===== src/rtl/array3d_reduce_pkg.sv =====
// Shared constants, stage bundle type and sizing helpers
// for the pipelined 3-D array reduction.
package array3d_reduce_pkg;

    localparam int DEF_D0    = 2;
    localparam int DEF_D1    = 2;
    localparam int DEF_D2    = 2;
    localparam int DEF_WIDTH = 32;
    localparam int DEF_SHIFT = 1;

    typedef struct packed {
        logic valid;
        logic last;
    } stage_ctl_t;

    function automatic int clog2(input int n);
        int r;
        r = 0;
        for (int v = 1; v < n; v = v * 2) begin
            r++;
        end
        return r;
    endfunction

    function automatic int next_pow2(input int n);
        return 1 << clog2(n);
    endfunction

    function automatic int idx(
        input int i,
        input int j,
        input int k,
        input int d1 = DEF_D1,
        input int d2 = DEF_D2
    );
        return (i * d1 + j) * d2 + k;
    endfunction

endpackage


===== src/rtl/reduce_tree_level.sv =====
// One registered pairwise-add level of the reduction tree.
// Sums wrap mod 2^WIDTH; the level holds whenever en is low.
module reduce_tree_level
    import array3d_reduce_pkg::*;
#(
    parameter int IN_COUNT = 2,
    parameter int WIDTH    = 32
) (
    input  logic                          clk,
    input  logic                          rst_n,
    input  logic                          en,
    input  logic [IN_COUNT*WIDTH-1:0]     in_sum,
    input  stage_ctl_t                    in_ctl,
    output logic [IN_COUNT/2*WIDTH-1:0]   out_sum,
    output stage_ctl_t                    out_ctl
);

    localparam int OUT_COUNT = IN_COUNT / 2;

    logic [OUT_COUNT*WIDTH-1:0] pair_sum;

    always_comb begin
        pair_sum = '0;
        for (int p = 0; p < OUT_COUNT; p++) begin
            pair_sum[p*WIDTH +: WIDTH] =
                in_sum[(2*p)*WIDTH +: WIDTH] +
                in_sum[(2*p+1)*WIDTH +: WIDTH];
        end
    end

    always_ff @(posedge clk or negedge rst_n) begin
        if (!rst_n) begin
            out_sum <= '0;
            out_ctl <= '0;
        end else if (en) begin
            out_sum       <= pair_sum;
            out_ctl.valid <= in_ctl.valid;
            out_ctl.last  <= in_ctl.valid && in_ctl.last;
        end
    end

endmodule


===== src/rtl/array3d_reduce_pipe.sv =====
// Pipelined 3-D array reducer: adder tree, frame accumulator,
// final left shift, valid/ready on both sides with a global stall.
module array3d_reduce_pipe
    import array3d_reduce_pkg::*;
#(
    parameter int D0    = DEF_D0,
    parameter int D1    = DEF_D1,
    parameter int D2    = DEF_D2,
    parameter int WIDTH = DEF_WIDTH,
    parameter int SHIFT = DEF_SHIFT
) (
    input  logic                      clk,
    input  logic                      rst_n,
    input  logic [D0*D1*D2*WIDTH-1:0] in_data,
    input  logic                      in_last,
    input  logic                      in_valid,
    output logic                      in_ready,
    output logic [WIDTH-1:0]          out_data,
    output logic                      out_valid,
    input  logic                      out_ready
);

    localparam int N = D0 * D1 * D2;
    localparam int P = next_pow2(N);
    localparam int L = clog2(P);

    logic             en;
    logic [P*WIDTH-1:0] pad;
    stage_ctl_t       in_ctl;
    logic [WIDTH-1:0] head_sum;
    stage_ctl_t       head_ctl;
    logic [WIDTH-1:0] acc;
    logic [WIDTH-1:0] sum_s;
    logic [WIDTH-1:0] shifted;

    assign en       = !out_valid || out_ready;
    assign in_ready = en;

    always_comb begin
        pad            = '0;
        pad[N*WIDTH-1:0] = in_data;
    end

    always_comb begin
        in_ctl.valid = in_valid;
        in_ctl.last  = in_last;
    end

    generate
        if (L == 0) begin : g_bypass
            assign head_sum = pad[WIDTH-1:0];
            assign head_ctl = in_ctl;
        end else begin : g_tree
            // Level m output sits at element offset P - (P >> m).
            logic [(P-1)*WIDTH-1:0] bus;
            stage_ctl_t [L:0]       ctl;

            assign ctl[0] = in_ctl;

            for (genvar m = 0; m < L; m++) begin : g_lvl
                localparam int IC  = P >> m;
                localparam int OFS = P - (P >> m);

                if (m == 0) begin : g_root
                    reduce_tree_level #(
                        .IN_COUNT (IC),
                        .WIDTH    (WIDTH)
                    ) u_level (
                        .clk     (clk),
                        .rst_n   (rst_n),
                        .en      (en),
                        .in_sum  (pad),
                        .in_ctl  (ctl[m]),
                        .out_sum (bus[OFS*WIDTH +: IC/2*WIDTH]),
                        .out_ctl (ctl[m+1])
                    );
                end else begin : g_inner
                    localparam int PREV = P - (P >> (m - 1));

                    reduce_tree_level #(
                        .IN_COUNT (IC),
                        .WIDTH    (WIDTH)
                    ) u_level (
                        .clk     (clk),
                        .rst_n   (rst_n),
                        .en      (en),
                        .in_sum  (bus[PREV*WIDTH +: IC*WIDTH]),
                        .in_ctl  (ctl[m]),
                        .out_sum (bus[OFS*WIDTH +: IC/2*WIDTH]),
                        .out_ctl (ctl[m+1])
                    );
                end
            end

            assign head_sum = bus[(P-2)*WIDTH +: WIDTH];
            assign head_ctl = ctl[L];
        end
    endgenerate

    always_comb begin
        sum_s   = acc + head_sum;
        shifted = sum_s << SHIFT;
    end

    // A closing beat clears acc, so the next beat starts a fresh frame.
    always_ff @(posedge clk or negedge rst_n) begin
        if (!rst_n) begin
            acc       <= '0;
            out_data  <= '0;
            out_valid <= 1'b0;
        end else if (en) begin
            if (head_ctl.valid) begin
                if (head_ctl.last) begin
                    out_data  <= shifted;
                    out_valid <= 1'b1;
                    acc       <= '0;
                end else begin
                    acc       <= sum_s;
                    out_valid <= 1'b0;
                end
            end else begin
                out_valid <= 1'b0;
            end
        end
    end

    a_hold : assert property (
        @(posedge clk) disable iff (!rst_n)
        out_valid && !out_ready |=> out_valid && $stable(out_data)
    );

endmodule


===== config.mk =====
export PLATFORM = sky130hd
export DESIGN_NAME = array3d_reduce_pipe
export DESIGN_NICKNAME = d
export VERILOG_FILES = /design/src/rtl/array3d_reduce_pkg.sv /design/src/rtl/reduce_tree_level.sv /design/src/rtl/array3d_reduce_pipe.sv
export SDC_FILE = /design/constraint.sdc
export NUM_CORES = 1
export LEC_CHECK = 0
export BUFFER_PORTS_ARGS = -buffer_cell sky130_fd_sc_hd__buf_2
export CAP_MARGIN = 20
export CORE_AREA = 2 2 214 216
export DETAILED_ROUTE_END_ITERATION = 16
export DIE_AREA = 0 0 216 218
export GPL_TIMING_DRIVEN = 1
export PLACE_DENSITY = 0.77
export SYNTH_ARGS = -nofsm -noshare
export SYNTH_HDL_FRONTEND = slang
export SYNTH_SLANG_ARGS = --single-unit

===== constraint.sdc =====
create_clock -name clk -period 4.9 [get_ports clk]
set_input_delay 1.47 -clock clk [delete_from_list [all_inputs] [get_ports clk]]
set_output_delay 1.47 -clock clk [all_outputs]
set_load 0.005 [all_outputs]

==> impl_metrics.toml <==
[outcome]
outcome = "completed"

[timing]
final_setup_violation_count = 0
tns_ns = 0
finalHoldViolCount = 0
rsz0062_at_grt = "no"
finalWorstSetupSlack_ns = 1.09
clock-skew-final_ns = 0.0174
final_period_minus_worst_setup_slack_ns = 3.81
maxSlewViolCount = 0
timing.final.crit_share_pct = 77.9
worst_pin_slew_ns = 0.982
fmaxAchievable_ghz = 0.262
slew_headroom_pct = 34.6

[placed_design]
dp_hpwl_mm = 46.3
detailedPlace.worstSlack_ns = 0.511
count_of_buffers_inserted_at_the_top_level_ports = 285
gpl.final_weighted_congestion = 0.938

[yosys]
async_reset_ff_share_pct = 100
netlist_instances = 2577
cell_area_after_technology_mapping_um2 = 22100
synth-main-ff-cell = "dfrtp_1"
synth_sequential_area_ratio_pct = 32.3
total_number_of_yosys_warnings = 0
syn-mean-instance-area_um2 = 8.60
yosys-mux-area-fraction_pct = 1.11
yosys-top-cells-area = "dfrtp_1 (32%), ha_1 (14%), a21oi_1 (7.2%)"
number_of_enable_flip_flop_cells_after_synthesis = 0
synth.ff_latch_count = 286
yosys.cell_types.count = 86
synth_fp_nets = 3086
synth_compound_gate_area_share_pct = 26.9
synth_top_cell_by_area = "dfrtp_1"
synth-xor-area-share_pct = 8.38
largest_family_of_logic_cells_by_synthesized_area = "compound AO/OA/AOI/OAI gates"
synth_fa_ha_area_share_pct = 14.3
synth_top_area_share_pct = 32.3
synth-simple-area-share_pct = 14.1

[grt]
via_count_of_the_first_global_routing_pass = 19300
grt_overflow_total = 0
antenna_found_initial = 1
grt.total_usage_pct = 24.8
maximum_number_of_pins_on_one_net_before_global_route_repair = 215
grt_first_pass_wirelength_mm = 96.9

[setup_path]
timing.rr.end = "g_tree.g_lvl[2].g_inner.u_level.out_sum[26]"
cp_max_fo = 3
setup.worst_path.class = "primary input to register"
critPathRequiredTime_ns = 5.34
worstPathArrival_ns = 4.26
worst-r2r-setup-slack_ns = 1.60
critical_path.endpoint_type = "register"
worst_r2r_path_depth = 11
crit_path_start_kind = "primary input"
r2r-start = "g_tree.g_lvl[1].g_inner.u_level.out_sum[0]"

[hold_path]
hold_path_startpoint = "g_tree.g_lvl[2].g_inner.u_level.out_sum[0]"
worst_hold_endpoint = "g_tree.g_lvl[2].g_inner.u_level.out_sum[0]"
hp-class = "register to register"
worstHoldPathCells = 2

[floorplanning]
floorplan.core_area_um2 = 44900
die_width_um = 216
start_util_pct = 49.3
die_area_um2 = 47100
rows = 78
pin_count = 295
vertical_die_dimension_um = 218

[cts]
cts_inserted_buffers = 31
ctsHtreeMaxLevel = 1
post_cts_resized = 0
clock_sink_count = 286
hold_buffers = 0
cts-root-buf = "clkbuf_16"
clk_pin_slew_ns = 0.06
clockBufferDepth = 3
insertion_delay_ns = 0.58
clock_tree_from_tritoncts = "built"
cts_setup_buffers = 0

[routing]
drt_pre_antenna_iters = 7
drcViolationCount = 0
wl_per_cell_um = 17.3
aggregate_routed_wire_length_mm = 59.3
dr_total_vias = 19900
via_per_inst = 5.78
first_drt_iteration_drcs = 1502
ant_nets_after_route = 0

[power]
ir_drop_mv = 0.400
proportion_of_power_drawn_by_combinational_gates_pct = 56.5
switching_share_pct = 43.3
switchingPower_w = 0.00656
fraction_of_power_consumed_by_sequential_logic_pct = 26.3
clockPowerShare_pct = 17.2
p_per_area_nw_per_um2 = 600
power_report.internal_total_w = 0.00861
p_leak_nw = 11.9

[finish]
drive_above_1_share_pct = 14.2
multiInputGateArea_um2 = 14400
nNetsFinal = 3322
area.growth.synth_to_final_pct = 14.0
diodes = 0
fillCellCount = 4159
area.sequential_um2 = 7160

[flow_run]
maxCapViolations = 0
## critical path, cell delays in order
cell	delay (ns)
buf_2	0.10
ha_1	0.23
fa_1	0.43
a211oi_1	0.25
buf_4	0.17
nor4_1	0.06
nor2_1	0.31
a211oi_1	0.17
nor3_2	0.32
o31ai_2	0.17
o311ai_1	0.31
xor2_1	0.18
a21oi_1	0.08
## sequential cells by signal, summed over array words and instances, names as in the netlist
register                              cells
acc                                      31
out_data                                 31
g_tree.g_lvl.g_root.u_level.out_ctl       2
g_tree.g_lvl.g_root.u_level.out_sum     124
out_valid                                 1
g_tree.g_lvl.g_inner.u_level.out_sum     93
g_tree.g_lvl.g_inner.u_level.out_ctl      4
## through the flow
stage	std cells	utilization, %	area [um2]	hold slack (ns)	total power [W]
finish	3435	56.3	25300	0.476	0.0152
global route	3435	56.3	25300	0.498	0.0164
CTS	3435	56.3	25300	0.485	0.0152
detailed placement	3380	53.7	24100	0.469	0.0125
global placement	3380	53.7	24100	0.454	0.0123
floorplan	2577	-	22200	0.438	0.0102
## layout by cell type (no fill, tap or decap), drive strengths merged, types with 41 or more instances in the layout
| master | netlist | routed |
|---|---|---|
| a21oi | 323 | 323 |
| buf | 16 | 295 |
| dfrtp | 286 | 286 |
| nand2 | 285 | 285 |
| ha | 240 | 240 |
| o21ai | 219 | 219 |
| nor2 | 193 | 193 |
| a21o | 125 | 125 |
| xnor2 | 125 | 125 |
| xor2 | 86 | 86 |
| inv | 76 | 76 |
| nand3 | 48 | 48 |
| o31ai | 41 | 41 |
| clkbuf | 76 | 41 |
## Yosys cell counts (all sizes together), types with 14 or more instances
cell    instances
nor2b          18
nor2          193
nand2b         18
buf            16
o21a           27
o31ai          41
xor2           86
a21oi         323
nand3          48
a22o           14
mux2           20
a211oi         36
nand2         285
clkbuf         76
a21o          125
nor3           24
o21bai         36
nand4          33
xnor2         125
dfrtp         286
inv            76
o211ai         23
ha            240
o21ai         219
a31oi          30
## final cells by class
class | count | area share, %
flip-flops and latches | 286 | 28.3
multi-input cells | 2123 | 56.8
inverters | 76 | 1.15
repair buffers | 295 | 6.18
well taps | 600 | 2.97
clock inverters | 14 | 1.03
clock buffers | 41 | 3.50
## cell families (layout without fill, tap and decap cells)
logic type	count (synthesis)	count (layout)
AOI/OAI and AO/OA	948	948
xor gates and xnor gates	211	211
adders and majority gates	248	248
buffers and inverters	168	426
DFF	286	286
muxes	22	22
other	1	1
and+or+nand+nor	693	693
## how the worst max path moves through the flow
stage | from | slack, ns | end
after floorplan | out_ready | 0.84 | in_ready
after global placement | in_data[0] | 0.59 | g_tree.g_lvl[0].g_root.u_level.out_sum[30]
after detailed placement | in_data[192] | 0.51 | g_tree.g_lvl[0].g_root.u_level.out_sum[124]
after CTS | in_data[192] | 1.13 | g_tree.g_lvl[0].g_root.u_level.out_sum[124]
after global routing | in_data[64] | 0.93 | g_tree.g_lvl[0].g_root.u_level.out_sum[58]
final | in_data[192] | 1.09 | g_tree.g_lvl[0].g_root.u_level.out_sum[124]
## metal layers
metal,GRT usage (%),share of wire [%],up-vias
li1,-,-,9855
met1,34.7,48,9481
met2,41.5,46,460
met3,2.41,4.1,75
met4,5.48,1.9,0
met5,0,0,-
## power groups by stage
stage          logic, W  registers (W)  clock network (W)
3_5_place_dp    0.00848        0.00403                  0
3_3_place_gp    0.00834        0.00400                  0
4_1_cts         0.00854        0.00399            0.00266
2_1_floorplan   0.00648        0.00374                  0
5_1_grt         0.00956        0.00409            0.00275
6_report        0.00857        0.00399            0.00261
(Power assumes the default switching activity.)
